File: src/rtl/mul_div_seq.sv
// mul_div_seq: iterative radix-2 multiply / divide sequencer.
// Unsigned mul lo/hi and divu/remu, one step per cycle.
module mul_div_seq #(
  parameter int WIDTH = 32
) (
  input  logic             clk,
  input  logic             rst,
  input  logic             start,
  input  logic [1:0]       op,
  input  logic [WIDTH-1:0] a,
  input  logic [WIDTH-1:0] b,
  input  logic             flush,
  output logic             busy,
  output logic             done,
  output logic [WIDTH-1:0] result
);

  localparam int CW = $clog2(WIDTH);

  typedef enum logic [1:0] {
    IDLE,
    RUN,
    DONE
  } state_t;

  state_t           state;
  logic [CW-1:0]    cnt;
  logic             fin;
  logic [1:0]       op_r;
  logic [WIDTH-1:0] opnd;
  logic [WIDTH-1:0] acc;
  logic [WIDTH-1:0] lo;

  logic [WIDTH:0]   mul_sum;
  logic [WIDTH:0]   div_sh;
  logic [WIDTH:0]   div_diff;
  logic [WIDTH-1:0] nxt_acc;
  logic [WIDTH-1:0] nxt_lo;

  // One shift-add or restoring-subtract step on {acc, lo}
  always_comb begin
    mul_sum  = {1'b0, acc} + (lo[0] ? {1'b0, opnd} : '0);
    div_sh   = {acc, lo[WIDTH-1]};
    div_diff = div_sh - {1'b0, opnd};
    if (op_r[1]) begin
      if (div_diff[WIDTH]) begin
        nxt_acc = div_sh[WIDTH-1:0];
        nxt_lo  = {lo[WIDTH-2:0], 1'b0};
      end else begin
        nxt_acc = div_diff[WIDTH-1:0];
        nxt_lo  = {lo[WIDTH-2:0], 1'b1};
      end
    end else begin
      nxt_acc = mul_sum[WIDTH:1];
      nxt_lo  = {mul_sum[0], lo[WIDTH-1:1]};
    end
  end

  // Sequencer FSM with registered busy/done/result
  always_ff @(posedge clk) begin
    if (rst) begin
      state  <= IDLE;
      cnt    <= '0;
      fin    <= 1'b0;
      op_r   <= '0;
      opnd   <= '0;
      acc    <= '0;
      lo     <= '0;
      busy   <= 1'b0;
      done   <= 1'b0;
      result <= '0;
    end else if (flush) begin
      state <= IDLE;
      busy  <= 1'b0;
      done  <= 1'b0;
    end else begin
      unique case (state)
        IDLE, DONE: begin
          done <= 1'b0;
          busy <= 1'b0;
          if (start) begin
            op_r  <= op;
            opnd  <= op[1] ? b : a;
            lo    <= op[1] ? a : b;
            acc   <= '0;
            cnt   <= '0;
            fin   <= 1'b0;
            state <= RUN;
          end else begin
            state <= IDLE;
          end
        end
        RUN: begin
          if (fin) begin
            result <= op_r[0] ? acc : lo;
            done   <= 1'b1;
            busy   <= 1'b0;
            state  <= DONE;
          end else begin
            busy <= 1'b1;
            acc  <= nxt_acc;
            lo   <= nxt_lo;
            cnt  <= cnt + 1'b1;
            fin  <= (cnt == CW'(WIDTH - 1));
          end
        end
        default: begin
          state <= IDLE;
          busy  <= 1'b0;
          done  <= 1'b0;
        end
      endcase
    end
  end

endmodule

File: config.mk
export PLATFORM = sky130hd
export DESIGN_NAME = mul_div_seq
export DESIGN_NICKNAME = d
export VERILOG_FILES = /design/src/rtl/mul_div_seq.sv
export SDC_FILE = /design/constraint.sdc
export NUM_CORES = 1
export LEC_CHECK = 0
export ABC_AREA = 1
export CAP_MARGIN = 15
export CORE_AREA = 4 4 176 178
export CTS_BUF_LIST = sky130_fd_sc_hd__clkbuf_4 sky130_fd_sc_hd__clkbuf_8
export DETAILED_ROUTE_END_ITERATION = 8
export DIE_AREA = 0 0 180 182
export REMOVE_ABC_BUFFERS = 1
export SYNTH_ARGS = -nofsm -noshare
export SYNTH_HDL_FRONTEND = slang
export SYNTH_SLANG_ARGS = --single-unit
File: constraint.sdc
create_clock -name clk -period 4.6 [get_ports clk]
set_input_delay 0.92 -clock clk [delete_from_list [all_inputs] [get_ports clk]]
set_output_delay 0.92 -clock clk [all_outputs]
set_load 0.05 [all_outputs]
# After elaboration in Yosys (flattened, before gate mapping)
# Cells that the tools add are included.
[op_classes] add_sub_neg=3 n_eq_ne=6 n_mux=24 bitwise_logic=2 reduce_logical=9
[op_table] operator="$mux 32" count=11
[op_table] operator="$pmux 32 s2" count=2
[op_table] operator="$add 32x32->33" count=1
[op_table] operator="$sub 33x32->33" count=1
[op_table] operator="$mux 5" count=2
[op_table] operator="$pmux 5 s2" count=1
[op_table] operator="$reduce_and 3->1" count=3
[op_table] operator="$ne 2x2->1 const B" count=3
[op_table] operator="$add 5x1->5 const B" count=1
[op_table] operator="$eq 5x5->1 const B" count=1
[op_table] operator="$mux 1" count=5
[op_table] operator="$pmux 2 s2" count=1
[op_table] operator="$reduce_and 4->1" count=1
[op_table] operator="$reduce_or 2->1" count=2
[op_table] operator="$reduce_or 3->1" count=1
[op_table] operator="$eq 2x1->1 const B" count=1
[op_table] operator="$eq 2x2->1 const B" count=1
[op_table] operator="$logic_not 2->1" count=1
[op_table] operator="$mux 2" count=1
[op_table] operator="$not 1->1" count=2
[op_table] operator="$pmux 1 s2" count=1
[op_table] operator="$reduce_bool 2->1" count=1
[word_totals] register_bits=140 in_bits=70 output_inout_bits=34 wordCells=54

# Depth between registers and ports, before layout
[logic_depth] depth_word=5 depth_mapped=20 ltp_nobuf=19

# Worst setup path after synthesis
# OpenSTA, ideal clock, no wires.
[synth_timing] path_type="register to register" start="reg lo[0]" end="reg acc[7]" setup_time_ns=0.114 t_arrival_ns=2.549 required_ns=4.486 path_slack_ns=1.938 path_stages_with_launch=15 path_buffers=2 synth_period_minus_slack_ns=2.662 path_cell_list="dfxtp_1 clkbuf_1 clkbuf_1 nand2_1 inv_1 ha_1 inv_1 fa_1 o21ai_2 inv_1 o21ai_0 xor2_1 or2_2 nand3_1 nand2_1"
[synth_between] elab_chain_len=5
[synth_rtl] element="start: declaration" line_no="32" rtl="logic [WIDTH-1:0] lo;"
[synth_rtl] element="start signal: assignment" line_no="84" rtl="lo <= op[1] ? a : b;"
[synth_rtl] element="start signal: assignment" line_no="102" rtl="lo <= nxt_lo;"
[synth_rtl] element="$mux 32" line_no="42" rtl="mul_sum = {1'b0, acc} + (lo[0] ? {1'b0, opnd} : '0);"
[synth_rtl] element="$add 32x32->33" line_no="42"
[synth_rtl] element="$mux 32" line_no="45" rtl="if (op_r[1]) begin"
[synth_rtl] element="$mux 32" line_no="94" rtl="if (fin) begin"
[synth_rtl] element="$pmux 32 s2" line_no="77" rtl="unique case (state)"
[synth_rtl] element="end signal: assignment" line_no="101" rtl="acc <= nxt_acc;"
[synth_rtl] element="end: declaration" line_no="31" rtl="logic [WIDTH-1:0] acc;"
# No other way between the ends. The select of a mux whose other input is x is not followed.
# A chain may end at the register's enable or synchronous reset.

# Worst setup path in the final report
[layout_timing] start="reg lo[0]" end="reg acc[23]"
# Same word-level chain as after synthesis.

==> summary by stage <==
Setup path
The critical path class is reg -> reg. The number of buffer and inverter instances along the worst setup path is 4. The worst setup path is captured at a register. For the worst setup path, the data required time is 4.97 ns.

The signal on the critical path passes through nand2_1, inv_1, ha_1, inv_1, fa_1, o21ai_2, inv_1, o21ai_0, nand2_1, nand3_1, nand2_1, nand3_1, nand2_1, inv_1, nand2_1, a21oi_1. The library cell appearing most often on the critical path is sky130_fd_sc_hd__nand2_1. The peak fanout along the critical path is 16. The kind of cell with the highest combined delay along the critical path is flip-flops. The cell at the slowest stage of the critical path is sky130_fd_sc_hd__dfxtp_1. On the worst path, the slowest cell contributes a delay of around 0.84 ns. The category of the worst setup path launch point is a register.

The arrival time reported for the critical path endpoint is 3.91 ns.

Clock network
The clock reaches the later pin of the worst-skew pair after 0.46 ns. TritonCTS created 17 clock buffers. The maximum buffer depth of the clock tree is 2. Counting every sink on the clock net gives 140. The number of buffers added to fix hold violations after cts is 0.

Gates resized during post-CTS repair numbered 0. Clock-pin slew was measured on the worst setup and hold paths at around 0.1 ns. The clock tree from TritonCTS is yes. In this run the post-CTS setup repair buffer count came out at 0.

The number of levels the H-tree was split into is 4. The root buffer cell chosen for the clock tree is sky130_fd_sc_hd__clkbuf_8.

STA
The final worst-path cycle share is between 70% and 80%. The peak clock frequency supported by timing is between 200 and 300 MHz. The final-report max-slew violation count is 0. The routed design could run at a clock period as short as 3.54 ns. The pin slew with the least headroom to its limit is 0.913 ns. For the final database, setup skew stands at approximately 0.025 ns. The worst slew margin relative to its limit is about two fifths.

Setup total negative slack on the finished layout was measured at 0 ns. Setup repair after global routing left no endpoint under its margin. Hold timing on the final database bottoms out at a slack of 0.483 ns.

The number of hold violations in the final report was 0. Setup violations remaining at the end of the flow were counted as 0.

Floorplanning
The die footprint is 32800 µm². Measured along the x axis, the die boundary spans around 180 µm. The number of primary I/O pins is 104. The number of placement rows is 63.

The effective utilization at floorplan is 39.7%. The die outline height is ~180 µm. The floorplan step defined a core boundary enclosing between 20000 and 30000 µm².

Finish
The post-route netlist has 4.14% of its cells at a drive strength greater than 1. The filler cell count in the final layout is 3123. Cells fill 45.9% of the core in the end. From synthesis to final layout, the design area changed by 15.4%. The number of inserted diodes is 0.

The count of cells in the finished layout, fillers not included, comes to ~2500. The number of nets in the finished design is between 2000 and 2500.

Global routing
The first global-routing pass estimated slightly below 70000 µm of wire. The global routing usage summed across all routing layers is approximately a quarter. Summed over all layers, the global routing overflow is 0. The number of global-route vias before repair came to approximately 12000. The pin count of the biggest net entering global routing is 85.

The initial antenna violation count was 0.

Placed design
At the end of routability-driven placement, the weighted congestion stood at 0.972. Counting tap cells, the placed design contains a total of roughly 2400 instances. The detailed placer's ending HPWL is roughly 34000 µm.

The number of input and output port buffers inserted is between 100 and 150.

Pwr
For this design the static power due to leakage is 6.36 nW. The power share of the clock group is about 35%. In this run the power spent charging and discharging nets is between 1 and 1.5 mW. The net switching fraction of the power is roughly 37%.

Across the VDD grid, the largest voltage drop is 0.000184 V. The internal power summed over all cells is 2.10 mW. Power comes to 3.31 mW. Registers are responsible for between 30% and 40% of the overall power. The share of total power dissipated in combinational logic is 26.0%. The power per standard cell area is between 200 and 250 nW/µm².

Synthesis
Summing every instance area after synthesis gives 11700 µm². The cell count after synthesis is 2001. The share of the yosys chip area belonging to registers is 24.0%. Dividing the synthesized area by the synthesized cell count gives between 5 and 6 µm². The Yosys step of the flow raised 0 warnings. Yosys mapped the design onto between 40 and 50 distinct sky130hd cell types.

The flop and latch count out of synthesis is 140.

Route
In the routed layout, each cell is associated on average with a via count of around 5.4. The via total after detailed routing is 13322. The first routing iteration left about 1400 violations.

The count of nets left with antenna violations once routing finished came out at 0. The first TritonRoute pass finished after 6 iterations. Summed over all layers, the routed wires come to about 44000 µm. For this run, design rule violations remaining after detail routing come to 0.

In the final routed layout, each cell accounts on average for 18.0 µm.

Job
Max-cap violations in this run came to 0.

Run status
The flow ran to the end, and the final reports show no timing, DRC or antenna violations.

Worst hold path
The min-delay analysis places its worst path in the category reg -> reg.
[metrics by stage]
step	setup WS, ns	cell area (µm²)
floorplan	0.153	11300
global placement	1.16	13000
detailed placement	1.19	13000
CTS	1.18	13500
global route	0.909	13500
finish	1.06	13500
[logic make-up after synthesis]
group	after synthesis	share of synthesized area, %
AOI/OAI and AO/OA	417	20.6
and+or+nand+nor	970	33.7
DFF	140	24.0
adders and majority gates	68	7.41
xor gates and xnor gates	21	1.57
buffers and inverters	385	12.7
[cell usage after synthesis (all sizes together)]
| cell type | instances | area, µm² |
|---|---|---|
| a21oi | 119 | 596 |
| xnor2 | 12 | 105 |
| nor3 | 17 | 90.1 |
| nor4 | 4 | 25.0 |
| buf | 20 | 118 |
| o21ai | 149 | 749 |
| nand2 | 587 | 2230 |
| and2 | 4 | 25.0 |
| o22ai | 11 | 68.8 |
| o21bai | 6 | 45.0 |
| fa | 2 | 40.0 |
| ha | 66 | 826 |
| o211ai | 37 | 278 |
| clkinv | 3 | 11.3 |
| inv | 295 | 1110 |
| o311a | 1 | 10.0 |
| a211oi | 3 | 22.5 |
| a31oi | 62 | 388 |
| dfxtp | 140 | 2800 |
| clkbuf | 67 | 251 |
| or2 | 4 | 25.0 |
| nand3 | 120 | 601 |
| a21boi | 4 | 30.0 |
| o21a | 1 | 7.51 |
| nand4 | 14 | 87.6 |
| nand3b | 6 | 45.0 |
| nor2 | 214 | 813 |
| o211a | 1 | 10.0 |
| xor2 | 9 | 78.8 |
| a21o | 2 | 15.0 |
| o32ai | 21 | 184 |
[cell type report]
type | instances | area [µm²] | area share, %
timing repair buffer | 130 | 1250 | 9.26
clock inverter | 14 | 180 | 1.34
multi-input combinational | 1476 | 7400 | 54.9
sequential | 140 | 2800 | 20.8
inverter | 298 | 1120 | 8.30
clock buffer | 18 | 241 | 1.79
tap | 390 | 488 | 3.62
[flip-flops by register name (all words and copies together), names as in the netlist]
signal  count
op_r        2
done        1
acc        32
state       2
lo         32
fin         1
busy        1
result     32
cnt         5
opnd       32
[placed cells by master, fill, tap and decap left out, drive strengths merged, types with 37 or more instances in the layout]
| cell type | netlist | routed |
|---|---|---|
| a31oi | 62 | 62 |
| ha | 66 | 66 |
| o211ai | 37 | 37 |
| inv | 295 | 302 |
| o21ai | 149 | 149 |
| nor2 | 214 | 214 |
| dfxtp | 140 | 140 |
| clkdlybuf4s50 | 0 | 102 |
| a21oi | 119 | 119 |
| nand3 | 120 | 120 |
| nand2 | 587 | 587 |
[routing by layer]
metal  vias to the layer above  global-route usage [%]  share of wire (%)
met3                        24                    2.68                7.2
met5                         -                       0                  0
met1                      6189                    40.2                 49
li1                       6622                       -                  -
met4                         0                    4.51               0.81
met2                       487                    39.5                 43
[worst paths after layout]
check / from / to / slack, ns / depth (start not counted)
worst max-delay path: lo[0] / acc[23] / 1.06 / 16
worst min-delay path: cnt[4] / cnt[4] / 0.48 / 2
worst max register to register: lo[0] / acc[23] / 1.06 / 16
worst min register to register: cnt[4] / cnt[4] / 0.48 / 2
[power groups by stage]
stage / Clock [mW] / Combinational (mW) / Sequential, mW
finish: 1.14 / 0.862 / 1.30
global route: 1.19 / 0.950 / 1.31
CTS: 1.15 / 0.844 / 1.30
detailed placement: 0 / 0.837 / 1.33
global placement: 0 / 0.839 / 1.33
floorplan: 0 / 0.521 / 1.32
[worst reg2reg max path: cells and delay by family, from the launching register on]
| kind | cells | cell delay [ns] |
|---|---|---|
| DFF | 1 | 0.84 |
| AOI/OAI and AO/OA | 3 | 0.80 |
| and+or+nand+nor | 7 | 0.66 |
| buffers and inverters | 4 | 0.37 |
| adders and majority gates | 2 | 0.80 |
Note: power is estimated with default switching activity, not from simulation.
